[src/rtl/calc_entry_fsm_if.sv]
// Handshake bundle between the key-entry sequencer and the arithmetic unit.
// The sequencer is the master: it presents operands/opcode and raises
// calc_req; the arithmetic unit answers with a one-cycle calc_ack carrying
// the result and an error flag.
interface calc_entry_fsm_if #(
    parameter int DIGITS = 4
);
    logic [4*DIGITS-1:0] operand_a;
    logic [4*DIGITS-1:0] operand_b;
    logic [1:0]          opcode;
    logic                calc_req;
    logic                calc_ack;
    logic [4*DIGITS-1:0] result_in;
    logic                result_err;

    modport master (
        output operand_a,
        output operand_b,
        output opcode,
        output calc_req,
        input  calc_ack,
        input  result_in,
        input  result_err
    );

    modport slave (
        input  operand_a,
        input  operand_b,
        input  opcode,
        input  calc_req,
        output calc_ack,
        output result_in,
        output result_err
    );
endinterface

[src/rtl/calc_entry_fsm.sv]
// Key-entry sequencer for the calculator.
// Turns keypad presses (tecla/ready) into BCD operands A/B and an opcode,
// issues one compute request per '=' over the calc_req/calc_ack handshake,
// and selects what the 7-segment path displays.
// Optional feature: define CALC_CHAIN_EN so that an operator pressed while a
// result is shown copies the result into A and starts a chained operation.
// Without it, only a digit or clear leaves the RESULT state.
module calc_entry_fsm #(
    parameter int DIGITS = 4
) (
    input  logic                  clk,
    input  logic                  rst_n,
    input  logic [3:0]            tecla,
    input  logic                  ready,
    calc_entry_fsm_if.master      calc,
    output logic [4*DIGITS-1:0]   display,
    output logic                  error
);
    localparam int W     = 4 * DIGITS;
    localparam int CNT_W = $clog2(DIGITS + 1);
    localparam logic [CNT_W-1:0] CNT_MAX = CNT_W'(DIGITS);

    typedef enum logic [2:0] {
        ENTER_A,
        ENTER_B,
        WAIT_ACK,
        RESULT,
        ERROR
    } state_t;

    state_t           state, state_nxt;
    logic [W-1:0]     a, a_nxt;
    logic [W-1:0]     b, b_nxt;
    logic [W-1:0]     res, res_nxt;
    logic [CNT_W-1:0] a_cnt, a_cnt_nxt;
    logic [CNT_W-1:0] b_cnt, b_cnt_nxt;
    logic [1:0]       op, op_nxt;

    logic r1, r2;
    logic key_event;
    logic is_digit, is_op, is_eq, is_clr;

    // Shift a new BCD digit into the least significant nibble.
    function automatic logic [W-1:0] shift_digit(input logic [W-1:0] old,
                                                 input logic [3:0]   dig);
        return W'({old, dig});
    endfunction

    // Map operator keys 0xA..0xD onto add/sub/mul/div opcodes.
    function automatic logic [1:0] key_opcode(input logic [3:0] k);
        case (k)
            4'hA:    return 2'b00;
            4'hB:    return 2'b01;
            4'hC:    return 2'b10;
            default: return 2'b11;
        endcase
    endfunction

    // Two-stage ready history; an event is the first cycle r1 sees ready high.
    always_ff @(posedge clk) begin
        if (!rst_n) begin
            r1 <= 1'b0;
            r2 <= 1'b0;
        end else begin
            r1 <= ready;
            r2 <= r1;
        end
    end

    assign key_event = r1 & ~r2;
    assign is_digit  = key_event && (tecla <= 4'd9);
    assign is_op     = key_event && (tecla >= 4'hA) && (tecla <= 4'hD);
    assign is_eq     = key_event && (tecla == 4'hE);
    assign is_clr    = key_event && (tecla == 4'hF);

    // State and operand registers; everything visible on the outputs resets to zero.
    always_ff @(posedge clk) begin
        if (!rst_n) begin
            state <= ENTER_A;
            a     <= '0;
            b     <= '0;
            res   <= '0;
            a_cnt <= '0;
            b_cnt <= '0;
            op    <= 2'b00;
        end else begin
            state <= state_nxt;
            a     <= a_nxt;
            b     <= b_nxt;
            res   <= res_nxt;
            a_cnt <= a_cnt_nxt;
            b_cnt <= b_cnt_nxt;
            op    <= op_nxt;
        end
    end

    // Next-state and register updates; clear overrides every state, including an ack in flight.
    always_comb begin
        state_nxt = state;
        a_nxt     = a;
        b_nxt     = b;
        res_nxt   = res;
        a_cnt_nxt = a_cnt;
        b_cnt_nxt = b_cnt;
        op_nxt    = op;

        if (is_clr) begin
            state_nxt = ENTER_A;
            a_nxt     = '0;
            b_nxt     = '0;
            res_nxt   = '0;
            a_cnt_nxt = '0;
            b_cnt_nxt = '0;
            op_nxt    = 2'b00;
        end else begin
            case (state)
                ENTER_A: begin
                    if (is_digit) begin
                        if (a_cnt < CNT_MAX) begin
                            a_nxt     = shift_digit(a, tecla);
                            a_cnt_nxt = a_cnt + CNT_W'(1);
                        end
                    end else if (is_op) begin
                        op_nxt    = key_opcode(tecla);
                        b_nxt     = '0;
                        b_cnt_nxt = '0;
                        state_nxt = ENTER_B;
                    end
                end
                ENTER_B: begin
                    if (is_digit) begin
                        if (b_cnt < CNT_MAX) begin
                            b_nxt     = shift_digit(b, tecla);
                            b_cnt_nxt = b_cnt + CNT_W'(1);
                        end
                    end else if (is_op) begin
                        // The operator may be changed only until B gets its first digit.
                        if (b_cnt == '0) begin
                            op_nxt = key_opcode(tecla);
                        end
                    end else if (is_eq) begin
                        if (b_cnt != '0) begin
                            state_nxt = WAIT_ACK;
                        end
                    end
                end
                WAIT_ACK: begin
                    // Keys other than clear are dropped while the request is outstanding.
                    if (calc.calc_ack) begin
                        res_nxt   = calc.result_in;
                        state_nxt = calc.result_err ? ERROR : RESULT;
                    end
                end
                RESULT: begin
                    if (is_digit) begin
                        a_nxt     = W'(tecla);
                        a_cnt_nxt = CNT_W'(1);
                        state_nxt = ENTER_A;
                    end
`ifdef CALC_CHAIN_EN
                    else if (is_op) begin
                        a_nxt     = res;
                        a_cnt_nxt = CNT_MAX;
                        op_nxt    = key_opcode(tecla);
                        b_nxt     = '0;
                        b_cnt_nxt = '0;
                        state_nxt = ENTER_B;
                    end
`endif
                end
                ERROR: begin
                    state_nxt = ERROR;
                end
                default: begin
                    state_nxt = ENTER_A;
                end
            endcase
        end
    end

    // Display source selection; B replaces A only once it has a digit.
    always_comb begin
        display = a;
        case (state)
            ENTER_A:  display = a;
            ENTER_B:  display = (b_cnt == '0) ? a : b;
            WAIT_ACK: display = b;
            RESULT:   display = res;
            ERROR:    display = '1;
            default:  display = a;
        endcase
    end

    assign calc.operand_a = a;
    assign calc.operand_b = b;
    assign calc.opcode    = op;
    assign calc.calc_req  = (state == WAIT_ACK);
    assign error          = (state == ERROR);

endmodule

[src/flat_wrapper.sv]
// flat-port wrapper written by rule: the top's interface ports become plain ports
module calc_entry_fsm_flat 
#(
    parameter int DIGITS = 4
)
  (clk, rst_n, tecla, ready, display, error, calc_operand_a, calc_operand_b, calc_opcode, calc_calc_req, calc_calc_ack, calc_result_in, calc_result_err);
  calc_entry_fsm_if #(.DIGITS(DIGITS)) calc_i ();
  input  logic clk;
  input  logic rst_n;
  input  logic [3:0] tecla;
  input  logic ready;
  output logic [4*DIGITS-1:0] display;
  output logic error;
  output wire logic [$bits(calc_i.operand_a)-1:0] calc_operand_a;
  output wire logic [$bits(calc_i.operand_b)-1:0] calc_operand_b;
  output wire logic [$bits(calc_i.opcode)-1:0] calc_opcode;
  output wire logic [$bits(calc_i.calc_req)-1:0] calc_calc_req;
  input wire logic [$bits(calc_i.calc_ack)-1:0] calc_calc_ack;
  input wire logic [$bits(calc_i.result_in)-1:0] calc_result_in;
  input wire logic [$bits(calc_i.result_err)-1:0] calc_result_err;
  assign calc_operand_a = calc_i.operand_a;
  assign calc_operand_b = calc_i.operand_b;
  assign calc_opcode = calc_i.opcode;
  assign calc_calc_req = calc_i.calc_req;
  assign calc_i.calc_ack = calc_calc_ack;
  assign calc_i.result_in = calc_result_in;
  assign calc_i.result_err = calc_result_err;
  calc_entry_fsm #(.DIGITS(DIGITS)) u_core (.clk(clk), .rst_n(rst_n), .tecla(tecla), .ready(ready), .calc(calc_i), .display(display), .error(error));
endmodule
[config.mk]
export PLATFORM = sky130hd
export DESIGN_NAME = calc_entry_fsm_flat
export DESIGN_NICKNAME = d
export VERILOG_FILES = /design/src/rtl/calc_entry_fsm_if.sv /design/src/rtl/calc_entry_fsm.sv /design/src/flat_wrapper.sv
export SDC_FILE = /design/constraint.sdc
export NUM_CORES = 1
export LEC_CHECK = 0
export BUFFER_PORTS_ARGS = -buffer_cell sky130_fd_sc_hd__buf_2
export CAP_MARGIN = 25
export CORE_MARGIN = 2
export CORE_UTILIZATION = 45
export CTS_BUF_LIST = sky130_fd_sc_hd__clkbuf_4 sky130_fd_sc_hd__clkbuf_8 sky130_fd_sc_hd__clkbuf_16
export DETAILED_ROUTE_END_ITERATION = 7
export HOLD_SLACK_MARGIN = 0.03
export PLACE_DENSITY = 0.72
export SETUP_SLACK_MARGIN = 0.05
export SLEW_MARGIN = 0
export SYNTH_ARGS = -nofsm -noshare
export SYNTH_HDL_FRONTEND = slang
export SYNTH_SLANG_ARGS = --single-unit
[constraint.sdc]
create_clock -name clk -period 2.36 [get_ports clk]
set_input_delay 0.354 -clock clk [delete_from_list [all_inputs] [get_ports clk]]
set_output_delay 0.354 -clock clk [all_outputs]
set_load 0.02 [all_outputs]
==> results.cfg <==
[yosys]
syn_nets = 348
yosysWarnings = 0
synthDistinctLibCells = 47
synthArstFlopShare_pct = 0
synthCells = 320
ys.flop_type = dfxtp_1
synth.cell_area_mm2 = 0.002955
synth-edff-count = 0
synth_seq_area_share_pct = 41.32
ys_seq_elements = 61
syn_area_per_cell_um2 = 9.235

[hold_path]
whs_endpoint = u_core.r1$_SDFF_PN0_
hp-class = in -> reg
whs_path_depth = 2
min_from = ready

[worst_setup_path]
path_class = reg -> out
r2r-start = u_core.state[2]$_SDFFE_PP0P_
arrival_ns = 1.98
r2r-end = u_core.calc.operand_a[4]$_SDFFE_PP0P_
critPathCaptureType = output port
cp-start-kind = register
worst-endpoint-required_ns = 2.01
reg2regPathDepth = 4
crit_fanout = 8
r2r_setup_slack_ns = 0.45

[floorplan]
std_cell_rows = 29
dieHeight_um = 85.04
core_mm2 = 0.006350
die_w_um = 85.04
io_pins = 77
initial_utilization_pct = 46.54
dieArea_mm2 = 0.007232

[clocking]
cts_made_buffers = 9
clockRootBuffer = clkbuf_8
cts_tree = done
htree_levels = 3
clockBufferDepth = 2
clk_latency_ns = 0.35
ctsHoldBuffers = 0
clk_pin_slew_ns = 0.07
clock_sinks = 61

[final_layout]
layout.nets = 430
design_area_mm2 = 0.003751
fin_cells = 484
antennaDiodeCount = 0
areaGrowthSynthToFinish_pct = 26.93
layout-drive-gt1-share_pct = 38.08

[sta]
rsz0062_at_grt = true
max_freq_mhz = 429.1
post-route-period-util_pct = 98.74
max_slew.worst_pin.slew_ns = 0.6234
tns_ns = 0
clock-skew-final_ns = 0.009357
hold_viol = 0
slew_headroom_pct = 58.06
drv_slew = 0
min_period_ns = 2.330
setup_viol = 0

[detailed_routing]
drc = 0
viasPerCell = 5.785
drt_iter0_markers = 258
drt-total-wl_um = 8515
firstDrtPassIters = 5
num_vias = 2800
wl_per_cell_um = 17.59
antenna_left = 0

[power]
leakagePower_nw = 1.680
irDropWorstVdd_mv = 0.4248
power_mw = 2.230
powerDensity_mw_per_mm2 = 594.4

[placed_design]
port-buffer-count = 76
place_hpwl_um = 5903
dpl_cell_area_mm2 = 0.003396
dpl.cell_count = 463
gp_congestion = 0.9379

[grt]
grt_pass1_vias = 2620
globalRouteTotalUtil_pct = 23.72
antenna_found_initial = 0
overflow = 0
gr-usage-met3_pct = 4.669
busiest_layer = met2
grt_max_degree = 20
use_met1_pct = 32.46
met2_usage_pct = 36.58
grt_pass1_wl_um = 13500

[status]
outcome = complete, no violations

[run]
maxCapViolCount = 0
==> repair_timing <==
item	in CTS	in global routing
pin swaps	8	6
setup endpoints to repair	16	15
gates resized for setup	25	12
gates cloned	1	0
setup buffers	3	1
==> final cells by class <==
type	instances	area, um2
Clock buffer	9	123.9
Clock inverter	7	75.07
Fill cell	575	2599
Inverter	5	18.77
Multi-Input combinational cell	227	1595
Sequential cell	61	1226
Tap cell	77	96.34
Timing Repair Buffer	98	615.6
==> per-layer routing <==
layer	routed length, um	share of wire [%]
met2	3922	46
met3	564	6.6
met4	178	2.1
met5	0	0
met1	3849	45
==> layout by cell type, fill, tap and decap left out, drive strengths merged, types with 2 or more instances in the layout <==
cell      Yosys  routed
a21oi        20      20
nor2b         2       2
inv           5       6
nand2b        5       5
buf          20      98
clkbuf        7       9
a31oi         5       5
o221a        10      10
o211ai       18      18
a221o        16      16
o31ai         2       2
nand3b        3       3
ha            3       3
o21ai        19      19
nand3         3       3
dfxtp        61      61
or2           3       3
clkinvlp      0       3
nor2         10      10
nand2        55      55
clkinv        0       2
a21o         17      17
a22oi         3       3
nor4          3       3
and2          3       3
mux2i         7       7
and4b         2       2
nor3          6       6
==> per-stage QoR <==
step	setup WS, ns	hold slack [ns]	util [%]
after global routing	-0.008036	0.2228	59.07
after CTS	0.05464	0.2027	58.34
after global placement	0.1800	0.4441	53.48
after floorplan	0.3817	0.4369	-
final	0.02977	0.2130	59.07
after detailed placement	0.02958	0.4550	53.48
==> worst max-delay path: stages (launching register included) <==
cell and delay (ns):
dfxtp_2 0.33, inv_2 0.09, ha_4 0.15, nand2b_4 0.06
a21o_1 0.20, a21oi_4 0.31, buf_6 0.17, a221o_1 0.19
buf_6 0.13
==> cell usage after synthesis, types with 2 or more instances <==
cell | number | area share, %
a21o_1 | 17 | 4.3
a21oi_1 | 20 | 3.4
a221o_1 | 16 | 5.4
a22oi_1 | 3 | 0.76
a31oi_1 | 4 | 0.85
and2_1 | 3 | 0.64
and4b_1 | 2 | 0.68
buf_2 | 13 | 2.2
buf_4 | 4 | 1.0
buf_6 | 2 | 0.76
clkbuf_1 | 7 | 0.89
dfxtp_1 | 61 | 41
ha_1 | 3 | 1.3
inv_1 | 5 | 0.64
mux2i_1 | 7 | 2.4
nand2_1 | 55 | 7.0
nand2b_1 | 5 | 1.1
nand3_1 | 3 | 0.51
nand3b_1 | 3 | 0.76
nor2_1 | 10 | 1.3
nor2b_1 | 2 | 0.42
nor3_1 | 5 | 0.85
nor4_4 | 2 | 1.4
o211ai_1 | 18 | 4.6
o21ai_0 | 9 | 1.5
o21ai_2 | 10 | 3.0
o221a_2 | 10 | 3.8
o31ai_1 | 2 | 0.51
==> cell families after synthesis <==
| kind of cell | share of synthesized area (%) |
|---|---|
| flip-flops | 41.32 |
| buffers and inverters | 6.181 |
| adder cells (fa/ha/maj) | 1.270 |
| AND/OR/NAND/NOR | 17.40 |
| AO/OA/AOI/OAI | 30.02 |
| multiplexers | 3.514 |
| XOR/XNOR | 0.2964 |
==> worst max path at each step <==
stage                  endpoint                         start  cells past startpoint  slack (ns)
floorplan           display[11]  u_core.b_cnt[0]$_SDFFE_PP0P_                      7        0.38
global placement     display[6]  u_core.b_cnt[0]$_SDFFE_PP0P_                      8        0.18
detailed placement   display[6]  u_core.b_cnt[0]$_SDFFE_PP0P_                      8        0.03
CTS                  display[6]  u_core.b_cnt[1]$_SDFFE_PP0P_                      8        0.05
global route         display[6]  u_core.b_cnt[1]$_SDFFE_PP0P_                      8      -0.008
finish               display[9]  u_core.b_cnt[1]$_SDFFE_PP0P_                      8        0.03
==> registers in the layout (all words and copies together), names as in the netlist <==
signal / count
u_core.calc.opcode: 2
u_core.r2: 1
u_core.b_cnt: 3
u_core.calc.operand_b: 16
u_core.a_cnt: 3
u_core.res: 16
u_core.calc.operand_a: 16
u_core.state: 3
u_core.r1: 1
==> where the power goes <==
group / switching, mW / internal (mW) / total [mW]
Clock: 0.448 / 0.490 / 0.938
Sequential: 0.0202 / 1.05 / 1.07
Combinational: 0.130 / 0.0940 / 0.224
Power figures use the tool's default switching activity.
